`config.mk`:
```
export PLATFORM = sky130hd
export DESIGN_NAME = baud_cfg_ctrl
export DESIGN_NICKNAME = d
export VERILOG_FILES = /design/src/rtl/baud_cfg_ctrl.sv
export SDC_FILE = /design/constraint.sdc
export NUM_CORES = 1
export LEC_CHECK = 0
export CORE_ASPECT_RATIO = 1.2
export CORE_MARGIN = 1
export CORE_UTILIZATION = 57
export DETAILED_ROUTE_END_ITERATION = 6
export GPL_TIMING_DRIVEN = 1
export PLACE_DENSITY = 0.81
export SLEW_MARGIN = 20
export SYNTH_ARGS = -nofsm -noshare
export SYNTH_HDL_FRONTEND = slang
export SYNTH_SLANG_ARGS = --single-unit
```
`constraint.sdc`:
```
create_clock -name clock -period 9.9 [get_ports clock]
set_clock_uncertainty 0.2 [all_clocks]
set_input_delay 0.99 -clock clock [delete_from_list [all_inputs] [get_ports clock]]
set_output_delay 0.99 -clock clock [all_outputs]
set_load 0.1 [all_outputs]
```
`src/rtl/baud_cfg_ctrl.sv`:
```
// Baud generator configuration controller: derives baud_freq/baud_limit from
// clk_hz and baud_hz using a Stein GCD and a shared restoring divider.
module baud_cfg_ctrl (
  input  logic        clock,
  input  logic        reset,
  input  logic        start,
  input  logic [31:0] clk_hz,
  input  logic [23:0] baud_hz,
  output logic        busy,
  output logic        done,
  output logic        error,
  output logic [11:0] baud_freq,
  output logic [15:0] baud_limit,
  output logic        gen_clear
);

  // Handshake: start is taken only in IDLE; busy is high from the accepting
  // edge until the edge that raises the one-cycle done pulse. A start seen
  // while busy is dropped, not queued.
  typedef enum logic [2:0] {IDLE, GCD, DIV_Q, DIV_F, CHECK} state_t;

  state_t      state;
  logic [31:0] clk_l, bd_l;
  logic [31:0] a, b, g;
  logic [31:0] rem, dvd, quot, q_res;
  logic [4:0]  k;
  logic [4:0]  cnt;
  logic        zero_op;

  logic [32:0] trial;
  logic        fits;
  logic [31:0] diff;
  logic [31:0] rem_next, quot_next;
  logic [31:0] lim;
  logic        chk_err;

  // One restoring step; the 33-bit trial keeps the shifted remainder exact.
  assign trial     = {rem, dvd[31]};
  assign fits      = trial >= {1'b0, g};
  assign diff      = trial[31:0] - g;
  assign rem_next  = fits ? diff : trial[31:0];
  assign quot_next = {quot[30:0], fits};

  // In CHECK, q_res holds clk/g and quot holds (16*baud)/g.
  assign lim     = q_res - quot;
  assign chk_err = zero_op || (quot > 32'd4095) || (q_res <= quot) ||
                   (lim > 32'd65535);

  always_ff @(posedge clock or posedge reset) begin
    if (reset) begin
      state      <= IDLE;
      busy       <= 1'b0;
      done       <= 1'b0;
      error      <= 1'b0;
      gen_clear  <= 1'b0;
      baud_freq  <= 12'd576;
      baud_limit <= 16'd15049;
      clk_l      <= '0;
      bd_l       <= '0;
      a          <= '0;
      b          <= '0;
      g          <= '0;
      rem        <= '0;
      dvd        <= '0;
      quot       <= '0;
      q_res      <= '0;
      k          <= '0;
      cnt        <= '0;
      zero_op    <= 1'b0;
    end else begin
      done      <= 1'b0;
      gen_clear <= 1'b0;
      case (state)
        IDLE: begin
          if (start) begin
            clk_l   <= clk_hz;
            bd_l    <= {4'b0, baud_hz, 4'b0};
            a       <= clk_hz;
            b       <= {4'b0, baud_hz, 4'b0};
            k       <= '0;
            error   <= 1'b0;
            busy    <= 1'b1;
            zero_op <= (clk_hz == 32'd0) || (baud_hz == 24'd0);
            state   <= ((clk_hz == 32'd0) || (baud_hz == 24'd0)) ? CHECK : GCD;
          end
        end
        GCD: begin
          if ((a == 32'd0) || (b == 32'd0)) begin
            g     <= (a | b) << k;
            rem   <= '0;
            quot  <= '0;
            dvd   <= clk_l;
            cnt   <= '0;
            state <= DIV_Q;
          end else if (!a[0] && !b[0]) begin
            a <= a >> 1;
            b <= b >> 1;
            k <= k + 5'd1;
          end else if (!a[0]) begin
            a <= a >> 1;
          end else if (!b[0]) begin
            b <= b >> 1;
          end else if (a >= b) begin
            a <= a - b;
          end else begin
            b <= b - a;
          end
        end
        DIV_Q: begin
          rem  <= rem_next;
          quot <= quot_next;
          dvd  <= dvd << 1;
          cnt  <= cnt + 5'd1;
          if (cnt == 5'd31) begin
            q_res <= quot_next;
            rem   <= '0;
            quot  <= '0;
            dvd   <= bd_l;
            state <= DIV_F;
          end
        end
        DIV_F: begin
          rem  <= rem_next;
          quot <= quot_next;
          dvd  <= dvd << 1;
          cnt  <= cnt + 5'd1;
          if (cnt == 5'd31) state <= CHECK;
        end
        CHECK: begin
          done  <= 1'b1;
          busy  <= 1'b0;
          error <= chk_err;
          // Both divider settings move together with gen_clear, never apart.
          if (!chk_err) begin
            baud_freq  <= quot[11:0];
            baud_limit <= lim[15:0];
            gen_clear  <= 1'b1;
          end
          state <= IDLE;
        end
        default: state <= IDLE;
      endcase
    end
  end

endmodule

```
== After elaboration in Yosys (flattened, before gate mapping) ==
Cells that the tools add are included.

* Logic and storage cells: 123
* Output and inout port bits: 32
* Register bits after elaboration: 326

* Shifts and indexed selects: 1
* Add/subtract/negate cells: 6
* Bitwise gates (word level): 2
* Reduce and logical (&&, ||, !) cells: 31
* Eq/ne operators: 15
* $lt $le $gt $ge: 5
* Mux-type cells: 42

{| class="wikitable"
|+ Operator list
! operator !! count
|-
| $mux W32 || 18
|-
| $pmux W32 S3 || 3
|-
| $pmux W32 S2 || 2
|-
| $sub A32 B32 Y32 || 4
|-
| $logic_not A32 Y1 || 3
|-
| $ge A33 B32 Y1 || 1
|-
| $ge A32 B32 Y1 || 1
|-
| $gt A32 B12 Y1 const B || 1
|-
| $gt A32 B16 Y1 const B || 1
|-
| $le A32 B32 Y1 || 1
|-
| $or A32 B32 Y32 || 1
|-
| $shl A32 B5 Y32 || 1
|-
| $logic_not A24 Y1 || 1
|-
| $mux W5 || 4
|-
| $pmux W5 S2 || 2
|-
| $mux W3 || 5
|-
| $reduce_and A2 Y1 || 7
|-
| $ne A2 B2 Y1 const B || 6
|-
| $ne A4 B4 Y1 const B || 3
|-
| $pmux W3 S4 || 1
|-
| $reduce_and A4 Y1 || 3
|-
| $add A5 B1 Y5 const B || 2
|-
| $reduce_and A5 Y1 || 2
|-
| $eq A3 B2 Y1 const B || 2
|-
| 15 further kinds || 27
|}

== Longest topological paths before layout ==
Gate-level depths: netlist of run 1.

* Depth after elaboration: 7
* Mapped depth: 18
* Depth with buffers taken out: 15

== Least setup slack after synthesis of run 1 ==
OpenSTA, ideal clock, no wires.

* Path kind: reg-to-reg
* Start point: reg q_res[0]
* End point: reg baud_limit[10]
* Arrival: 3.736 ns
* Buffers on the path: 2
* Data required time: 9.575 ns
* Library setup time: 0.125 ns
* Setup slack: 5.838 ns
* Cell stages (with the launch flop): 17
* Cells stage by stage: dfrtp_1 -> inv_1 -> ha_1 -> inv_1 -> fa_1 -> a211oi_1 -> o21ai_1 -> a31oi_1 -> a21boi_2 -> a21oi_1 -> xnor2_1 -> nand4_1 -> or4_1 -> or4b_1 -> buf_6 -> buf_6 -> mux2_4

* Longest elaborated chain between the ends: 5
* Elaborated cells on any way between the ends: 7

{| class="wikitable"
|+ Ends and longest elaborated chain
! element !! line !! text
|-
| from (decl) || 25 || <nowiki>logic [31:0] rem, dvd, quot, q_res;</nowiki>
|-
| from (signal assigned) || 115 || <nowiki>q_res <= quot_next;</nowiki>
|-
| $sub A32 B32 Y32 or $le A32 B32 Y1 (tied branches) || 45, 46 ||
|-
| $gt A32 B16 Y1 or $logic_or A1 B1 Y1 (tied branches) || 47, 46 ||
|-
| $logic_or A1 B1 Y1 || 46 || <nowiki>assign chk_err = zero_op || (quot > 32'd4095) || (q_res <= quot) ||</nowiki>
|-
| $not A1 Y1 (no line) || n/a ||
|-
| $reduce_and A2 Y1 (no line) || n/a ||
|-
| to (signal assigned) || 136 || <nowiki>baud_limit <= lim[15:0];</nowiki>
|-
| to (decl) || 13 || <nowiki>output logic [15:0] baud_limit,</nowiki>
|}

Several ways; a longest one is shown, not always the timed one.
A chain may end at the register's enable or synchronous reset.

== Final worst setup path of run 1 ==
* Start point: reg a[6]
* End point: reg a[5]

* Longest elaborated chain between the ends: 4
* Elaborated cells on any way between the ends: 10

{| class="wikitable"
|+ Ends and longest elaborated chain
! element !! line !! text
|-
| from (decl) || 24 || <nowiki>logic [31:0] a, b, g;</nowiki>
|-
| from (signal assigned) || 78 || <nowiki>a <= clk_hz;</nowiki>
|-
| from (signal assigned) || 96 || <nowiki>a <= a >> 1;</nowiki>
|-
| from (signal assigned) || 100 || <nowiki>a <= a >> 1;</nowiki>
|-
| branches (longest 4 deep; another with $ge A32 B32 Y1) || n/a ||
|}

Several ways; the timed one is not identified. The select of a mux whose other input is x is not followed.

==> results of run 1 <==
## routing by layer
metal,wire length (um),global-route usage,up-vias,share of wire
met5,0,0,-,0
li1,-,-,9622,-
met2,33000,0.557,880,0.48
met3,4720,0.0501,202,0.069
met1,27000,0.424,10000,0.39
met4,3900,0.182,0,0.057
## final timing paths
check	from	slack (ps)	cells after the start	endpoint
max	a[6]	4790	11	a[5]
min	baud_limit[0]	270	2	baud_limit[0]
max reg2reg	a[6]	4790	11	a[5]
min reg2reg	baud_limit[0]	270	2	baud_limit[0]
max in group asynchronous	reset	7010	4	k[0]
min in group asynchronous	reset	900	3	baud_freq[0]
## synthesized netlist by cell type (7+ instances only)
master | count | share of area
sky130_fd_sc_hd__nand3_1 | 33 | 0.0072
sky130_fd_sc_hd__nor3_1 | 18 | 0.0039
sky130_fd_sc_hd__o21bai_1 | 25 | 0.0082
sky130_fd_sc_hd__mux4_2 | 15 | 0.015
sky130_fd_sc_hd__clkbuf_1 | 141 | 0.023
sky130_fd_sc_hd__o311ai_0 | 9 | 0.0034
sky130_fd_sc_hd__inv_1 | 182 | 0.030
sky130_fd_sc_hd__mux2_4 | 19 | 0.012
sky130_fd_sc_hd__a21oi_1 | 165 | 0.036
sky130_fd_sc_hd__xnor2_1 | 84 | 0.032
sky130_fd_sc_hd__a31oi_1 | 37 | 0.010
sky130_fd_sc_hd__nand2b_1 | 20 | 0.0054
sky130_fd_sc_hd__nor2_1 | 207 | 0.034
sky130_fd_sc_hd__a211oi_1 | 25 | 0.0082
sky130_fd_sc_hd__dfrtp_1 | 316 | 0.34
sky130_fd_sc_hd__a221oi_1 | 50 | 0.019
sky130_fd_sc_hd__dfstp_2 | 10 | 0.011
sky130_fd_sc_hd__nand2_1 | 537 | 0.088
sky130_fd_sc_hd__nor2b_1 | 24 | 0.0065
sky130_fd_sc_hd__xor2_1 | 37 | 0.014
sky130_fd_sc_hd__ha_1 | 163 | 0.089
sky130_fd_sc_hd__o21ai_0 | 185 | 0.040
sky130_fd_sc_hd__o22ai_1 | 17 | 0.0046
sky130_fd_sc_hd__o221ai_1 | 8 | 0.0031
sky130_fd_sc_hd__o31ai_1 | 59 | 0.019
sky130_fd_sc_hd__nand4_1 | 26 | 0.0071
sky130_fd_sc_hd__o21a_1 | 9 | 0.0029
sky130_fd_sc_hd__nor4_1 | 51 | 0.014
sky130_fd_sc_hd__and3_1 | 36 | 0.0098
sky130_fd_sc_hd__a21o_1 | 43 | 0.014
sky130_fd_sc_hd__mux2_2 | 46 | 0.023
sky130_fd_sc_hd__mux2i_1 | 52 | 0.023
sky130_fd_sc_hd__o211ai_1 | 12 | 0.0039
sky130_fd_sc_hd__buf_1 | 12 | 0.0020
sky130_fd_sc_hd__or3_1 | 8 | 0.0022
sky130_fd_sc_hd__and2_1 | 7 | 0.0019
## power by group through the flow
stage | Clock, uW | Sequential, uW | Combinational, uW
floorplan | 0 | 1790 | 2960
global placement | 0 | 1940 | 3900
detailed placement | 0 | 1960 | 3930
CTS | 1450 | 1930 | 3950
global route | 1500 | 1980 | 4370
finish | 1440 | 1940 | 4040
## worst max-delay path, stage by stage (launching register included)
cell,delay [ps]
sky130_fd_sc_hd__dfrtp_1,420
sky130_fd_sc_hd__inv_1,80
sky130_fd_sc_hd__ha_1,440
sky130_fd_sc_hd__nor4_1,850
sky130_fd_sc_hd__a311oi_1,270
sky130_fd_sc_hd__a21oi_1,690
sky130_fd_sc_hd__o2bb2ai_1,210
sky130_fd_sc_hd__or2_2,470
sky130_fd_sc_hd__and3_1,480
sky130_fd_sc_hd__buf_4,420
sky130_fd_sc_hd__a221oi_1,150
sky130_fd_sc_hd__o31ai_1,300
## cell type report
cell class                 instances  area, um^2  share of cell area
multi-input combinational       2092       13600               0.533
tap                              533         667              0.0262
clock inverter                    10         136             0.00536
sequential                       326        8170               0.321
timing repair buffer             115        1120              0.0440
clock buffer                      56        1110              0.0435
inverter                         184         694              0.0273
antenna                            1        2.50           0.0000983
## metrics by stage
stage | total power [uW] | hold slack [ps]
after global routing | 7850 | 284
final | 7420 | 271
after floorplan | 4750 | 239
after CTS | 7330 | 271
after detailed placement | 5880 | 260
after global placement | 5850 | 249
## sequential cells by signal, summed over array words and instances, names as in the netlist
register / flops
a: 32
b: 32
baud_freq: 12
baud_limit: 16
bd_l: 24
busy: 1
clk_l: 32
cnt: 5
done: 1
dvd: 32
error: 1
g: 32
gen_clear: 1
k: 5
q_res: 32
quot: 32
rem: 32
state: 3
zero_op: 1
## kinds of logic after synthesis
logic type | Yosys count | synth area share
buffers and inverters | 343 | 0.0572
adders and majority gates | 167 | 0.0923
xor gates and xnor gates | 121 | 0.0462
and+or+nand+nor | 983 | 0.185
AOI/OAI and AO/OA | 689 | 0.191
muxes | 132 | 0.0724
DFF | 326 | 0.356
## cells in the final DEF (no fill, tap or decap), drive strengths merged, types with 56 or more instances in the layout
| cell type | instances |
|---|---|
| nor2 | 207 |
| clkdlybuf4s50 | 90 |
| ha | 163 |
| inv | 184 |
| mux2 | 65 |
| a21oi | 166 |
| xnor2 | 84 |
| o31ai | 60 |
| o21ai | 190 |
| dfrtp | 316 |
| clkbuf | 56 |
| nand2 | 537 |
==> metrics, run 1 <==
proportion of synthesized flip-flops having asynchronous set or reset 1.00; wire length of the first global-routing pass 110000 um; worst endpoint data arrival time about 5400 ps; summed instance area of the synthesized netlist roughly 23000 um^2; kind of start point of the critical path flip-flop; number of cells in the design after placement approximately 3200; pin count of the biggest net entering global routing 180; clock transition time at the flip-flop clock pins of the worst setup and hold paths about 60 ps; H-tree depth 2; fin. max-slew vios 0; worst-path maximum fanout 23; cell internal power dissipation 3960 uW; Post-Syn Nets 2987; vertical die dimension about 220 um; min Tclk post-route just over 5000 ps; Placed Instance Area 24200 um^2; DRT iter0 DRCs between 1500 and 2000; via count of the first global-routing pass about 20000; Synth Flop Type sky130_fd_sc_hd__dfrtp_1; number of library cell types mapped by synthesis 73; count of cells resized by post-cts repair 0; CTS Sinks about 330; synthesized area divided by synthesized cell count ~8.3 um^2; crit path capture type flip-flop; data required time at the worst endpoint just over 10000 ps; area of the die 41100 um^2; number of optimization iterations in the first detailed-route pass 5; Synthesis Warnings 0; worst slew pin tran approximately 1100 ps; setup slack of the critical path after layout around 4800 ps; gpl congestion a little over 1; initial standard-cell utilization of the core 0.578; crit share post-route 0.516; total wire length after detailed routing approximately 69000 um; share of the core filled with cells in the final layout 0.641; average wire per standard cell 20.7 um; antenna violations before repair 0; Hold Fails Final Rpt 0; final HPWL from detailed placement 49900 um; DRT antenna net count 0; Die X-Extent 185 um; CTS max path bufs 3; clock tree from TritonCTS yes; number of max-cap violations 0; number of remaining DRC errors 0; max-slew headroom at the worst pin 0.287; logic gate share of total power 0.544; core region area 39700 um^2; setup violation total in the final timing report 0; vias per std cell between 6 and 7; Final TNS setup 0 ps; worst hold path class reg -> reg; setup repair after global routing missed its margin no; gr usage total 0.338; area grow syn2layout 10.9%; detailed-route via count between 20000 and 25000; critical path type reg -> reg; sequential area share after synthesis 0.356; final layout net count about 3000; overflow left after global routing 0; cts bufs inserted 36; maximum operating frequency roughly 200 MHz; Worst IR Drop VDD roughly 0.23 mV; worst setup timing slack at the placement stage just under 5000 ps; result of the run finished, final reports clean; Pwr Density 292 nW/um^2; #FFs+latches synth about 330; fill cell instance count of the final layout around 3400; leak pwr around 0.012 uW; Clk pwr share 0.194; layout cell share with drive strength beyond 1 0.0722; non-filler instance count after layout roughly 3300; switching part of the total 0.467; post-route cell area approximately 25000 um^2; count of boundary I/O pins 91; Post-Synthesis Cells approximately 2800; clock latency of the later-clocked register in the worst-skew pair approximately 550 ps; CTS hold repair buffers 0; clk root buf sky130_fd_sc_hd__clkbuf_16; register share of total power 0.262; count of buffers from port buffering 90; number of placement rows 80; net switching power of the design 3460 uW; number of buffers added for setup after CTS 0; number of flops mapped to enable cells by yosys 0
No activity file was read; power rests on OpenSTA's default activity.
==> run 2, diff against run 1 <==
--- a/config.mk
+++ b/config.mk
@@ -7,10 +7,10 @@
 export LEC_CHECK = 0
 export CORE_ASPECT_RATIO = 1.2
 export CORE_MARGIN = 1
-export CORE_UTILIZATION = 57
+export CORE_UTILIZATION = 63
 export DETAILED_ROUTE_END_ITERATION = 6
 export GPL_TIMING_DRIVEN = 1
-export PLACE_DENSITY = 0.81
+export PLACE_DENSITY = 0.85
 export SLEW_MARGIN = 20
 export SYNTH_ARGS = -nofsm -noshare
 export SYNTH_HDL_FRONTEND = slang
==> constraint.sdc (replaced) <==
create_clock -name clock -period 4.74 [get_ports clock]
set_clock_uncertainty 0.2 [all_clocks]
set_input_delay 0.474 -clock clock [delete_from_list [all_inputs] [get_ports clock]]
set_output_delay 0.474 -clock clock [all_outputs]
set_load 0.1 [all_outputs]
==> run 2 against run 1 <==
Clock-buffer cell count shrank 11. First-iteration DRC count grew 20%. Critical path depth is 1 higher. Sequential power is 110% higher. Largest power group unchanged.
==> metrics, run 2 (synthesized netlist as in run 1, its figures left out) <==
clock tree from TritonCTS yes; most frequent CP cell sky130_fd_sc_hd__o31ai_1; CTS Sinks 326 (unchanged); met2 Track Usage GR 0.651 (+0.0940); cell internal power dissipation 8200 uW (+110%); depth of the critical timing path with buffers and inverters included 12 (+1); overflow left after global routing 0 (unchanged); worst hold path class in -> async; DRT antenna net count 0 (unchanged); H-tree depth 2 (unchanged); number of placement rows 76 (-5.0%); worst slew pin tran 1280 ps (+215 ps); highest cell delay on the worst timing path 1090 ps (+240 ps); Pwr Density 603 nW/um^2 (+110%); number of diodes added for antenna fixing 0 (-1); Clk pwr share 0.182 (-0.012); worst flop-to-flop path startpoint a[8]; detailed-route via count 21100 (+1.6%); CTS max path bufs 3 (unchanged); layout cell share with drive strength beyond 1 0.0789 (+0.00668); Power Total 15400 uW (+110%); min Tclk post-route 4550 ps (-560 ps); wire length of the first global-routing pass 112000 um (+2.5%); number of remaining DRC errors 0 (unchanged); DRT iter0 DRCs 2103 (+20%); switching part of the total 0.468 (+0.000769); clock latency of the later-clocked register in the worst-skew pair 550 ps (about the same); final layout net count 3001 (+0.67%); number of max-cap violations 0 (unchanged); area grow syn2layout 11.1%; Die X-Extent 176 um (-4.8%); core region area 35900 um^2 (-9.5%); Largest delay share family, worst path compound AO/OA/AOI/OAI gates; fin. max-slew vios 0 (unchanged); setup violation total in the final timing report 0 (unchanged); kind of start point of the critical path flip-flop; vertical die dimension 211 um (-4.8%); met1 capacity usage during global routing 0.457 (+0.0336); total wire length after detailed routing 71100 um (+3.6%); Hold Fails Final Rpt 0 (unchanged); crit share post-route 0.960 (+0.444); gr usage total 0.385 (+0.0470); via count of the first global-routing pass 21000 (+3.6%); Worst IR Drop VDD 0.545 mV (+140%); clk root buf sky130_fd_sc_hd__clkbuf_16; top library cells by usage in the layout, fill and taps aside 535 x sky130_fd_sc_hd__nand2_1, 315 x sky130_fd_sc_hd__dfrtp_1, 203 x sky130_fd_sc_hd__nor2_1; gpl congestion 1.02 (+1.4%); area taken by flip-flops and latches 8170 um^2 (unchanged); number of optimization iterations in the first detailed-route pass 6 (+1); result of the run finished, final reports clean; count of boundary I/O pins 91 (unchanged); number of buffers added for setup after CTS 0 (unchanged); setup repair after global routing missed its margin no; slowest library cell on the worst path sky130_fd_sc_hd__o41ai_1; met3 Use GR 0.0650 (+0.0149); grt peak-use layer met2; setup slack, reg-to-reg 190 ps (-4600 ps); beginning of the critical path a[8]; CTS hold repair buffers 0 (unchanged); Critical Path End b[24]; worst endpoint data arrival time 4770 ps (-590 ps); logic gate share of total power 0.557 (+0.013); initial standard-cell utilization of the core 0.639 (+0.0610); worst-path maximum fanout 7 (-70%); net switching power of the design 7200 uW (+110%); Final TNS setup 0 ps (unchanged); max-slew headroom at the worst pin 0.133 (-0.154); antenna violations before repair 0 (unchanged); register share of total power 0.261 (about the same); Crit path buffers/inverters 2 (unchanged); maximum operating frequency 220 MHz (+12%); Worst Reg2Reg Path Length in Cells 12 (+1); multi-input combinational cell area 13600 um^2 (about the same); fill cell instance count of the final layout 2823 (-17%); cts bufs inserted 35 (-2.8%); worst reg2reg endpoint b[24]; vias per std cell 6.45 (+3.1%); commonest non-fill, non-tap cell in the layout sky130_fd_sc_hd__nand2_1; average wire per standard cell 21.7 um (+5.1%); critical path type reg -> reg; data required time at the worst endpoint 4960 ps (-5190 ps); crit path capture type flip-flop; clock transition time at the flip-flop clock pins of the worst setup and hold paths 60 ps (about the same); post-route cell area 25500 um^2 (+0.25%); final HPWL from detailed placement 52200 um (+4.7%); pin count of the biggest net entering global routing 101 (-44%); cells traversed along the worst timing path inv_1 > ha_1 > nor4_1 > buf_4 > o211ai_1 > and3_1 > o41ai_1 > a21oi_1 > o31ai_1 > xnor2_1 > a221oi_1 > o31ai_1; count of buffers from port buffering 90 (unchanged); Placed Instance Area 24300 um^2 (+0.52%); area of the die 37200 um^2 (-9.4%); leak pwr 0.0120 uW (+0.65%)
run 2: cell count changes in the layout (fill, tap and decap cells not counted), moves of 2 or more:
cell	previous run	this run
sky130_fd_sc_hd__buf_4	23	37
sky130_fd_sc_hd__clkinvlp_4	1	5
sky130_fd_sc_hd__clkbuf_16	37	35
sky130_fd_sc_hd__clkbuf_8	11	3
sky130_fd_sc_hd__inv_6	2	4
sky130_fd_sc_hd__buf_12	1	7
run 2: repair_timing:
action                                 4_1_cts  5_1_grt
setup endpoints to repair                    0       28
resized for setup                            0        4
endpoints found under the hold margin        0        0
run 2: through the flow:
| step | setup WS (ps) | cells | utilization | hold slack (ps) |
|---|---|---|---|---|
| global route | 20.6 | 3269 | 0.710 | 104 |
| finish | 188 | 3269 | 0.710 | 70.4 |
| global placement | 292 | 3204 | 0.676 | 256 |
| CTS | 162 | 3267 | 0.708 | 274 |
| detailed placement | 158 | 3204 | 0.676 | 258 |
| floorplan | -277 | 2761 | - | 239 |
run 2: layout make-up:
class                   count  share of cell area
inverters                 184              0.0272
clock inverters            18             0.00775
clock buffers              45              0.0370
multi-input cells        2092               0.532
flip-flops and latches    326               0.320
repair buffers            136              0.0532
well taps                 468              0.0229
run 2: power groups by stage:
| stage | clock [uW] | sequential [uW] | combinational (uW) |
|---|---|---|---|
| floorplan | 0 | 3740 | 6190 |
| global placement | 0 | 4020 | 8230 |
| detailed placement | 0 | 4050 | 8320 |
| CTS | 2820 | 4000 | 8390 |
| global route | 2920 | 4090 | 9270 |
| finish | 2800 | 4020 | 8570 |
run 2: routing by layer:
metal,up-vias,part of all wire
met2,979,0.48
met1,10200,0.37
met4,0,0.065
met3,278,0.080
met5,-,0
li1,9652,-
run 2: worst min path at each step:
| stage | startpoint | to | slack (ps) | cells past startpoint |
|---|---|---|---|---|
| 4_1_cts | clk_l[0] | dvd[0] | 270 | 2 |
| 6_report | reset | rem[14] | 70 | 2 |
| 2_1_floorplan | clk_l[0] | dvd[0] | 240 | 2 |
| 5_1_grt | reset | rem[14] | 100 | 2 |
| 3_5_place_dp | clk_l[0] | dvd[0] | 260 | 2 |
| 3_3_place_gp | clk_l[0] | dvd[0] | 260 | 2 |
run 2: worst reg2reg max path, delay by kind of cell (launching register included):
| kind | cells | cell delay [ps] |
|---|---|---|
| flops | 1 | 420 |
| simple gates | 2 | 530 |
| buf+inv | 2 | 280 |
| fa+ha+maj | 1 | 410 |
| compound gates | 6 | 2480 |
| xor+xnor | 1 | 100 |
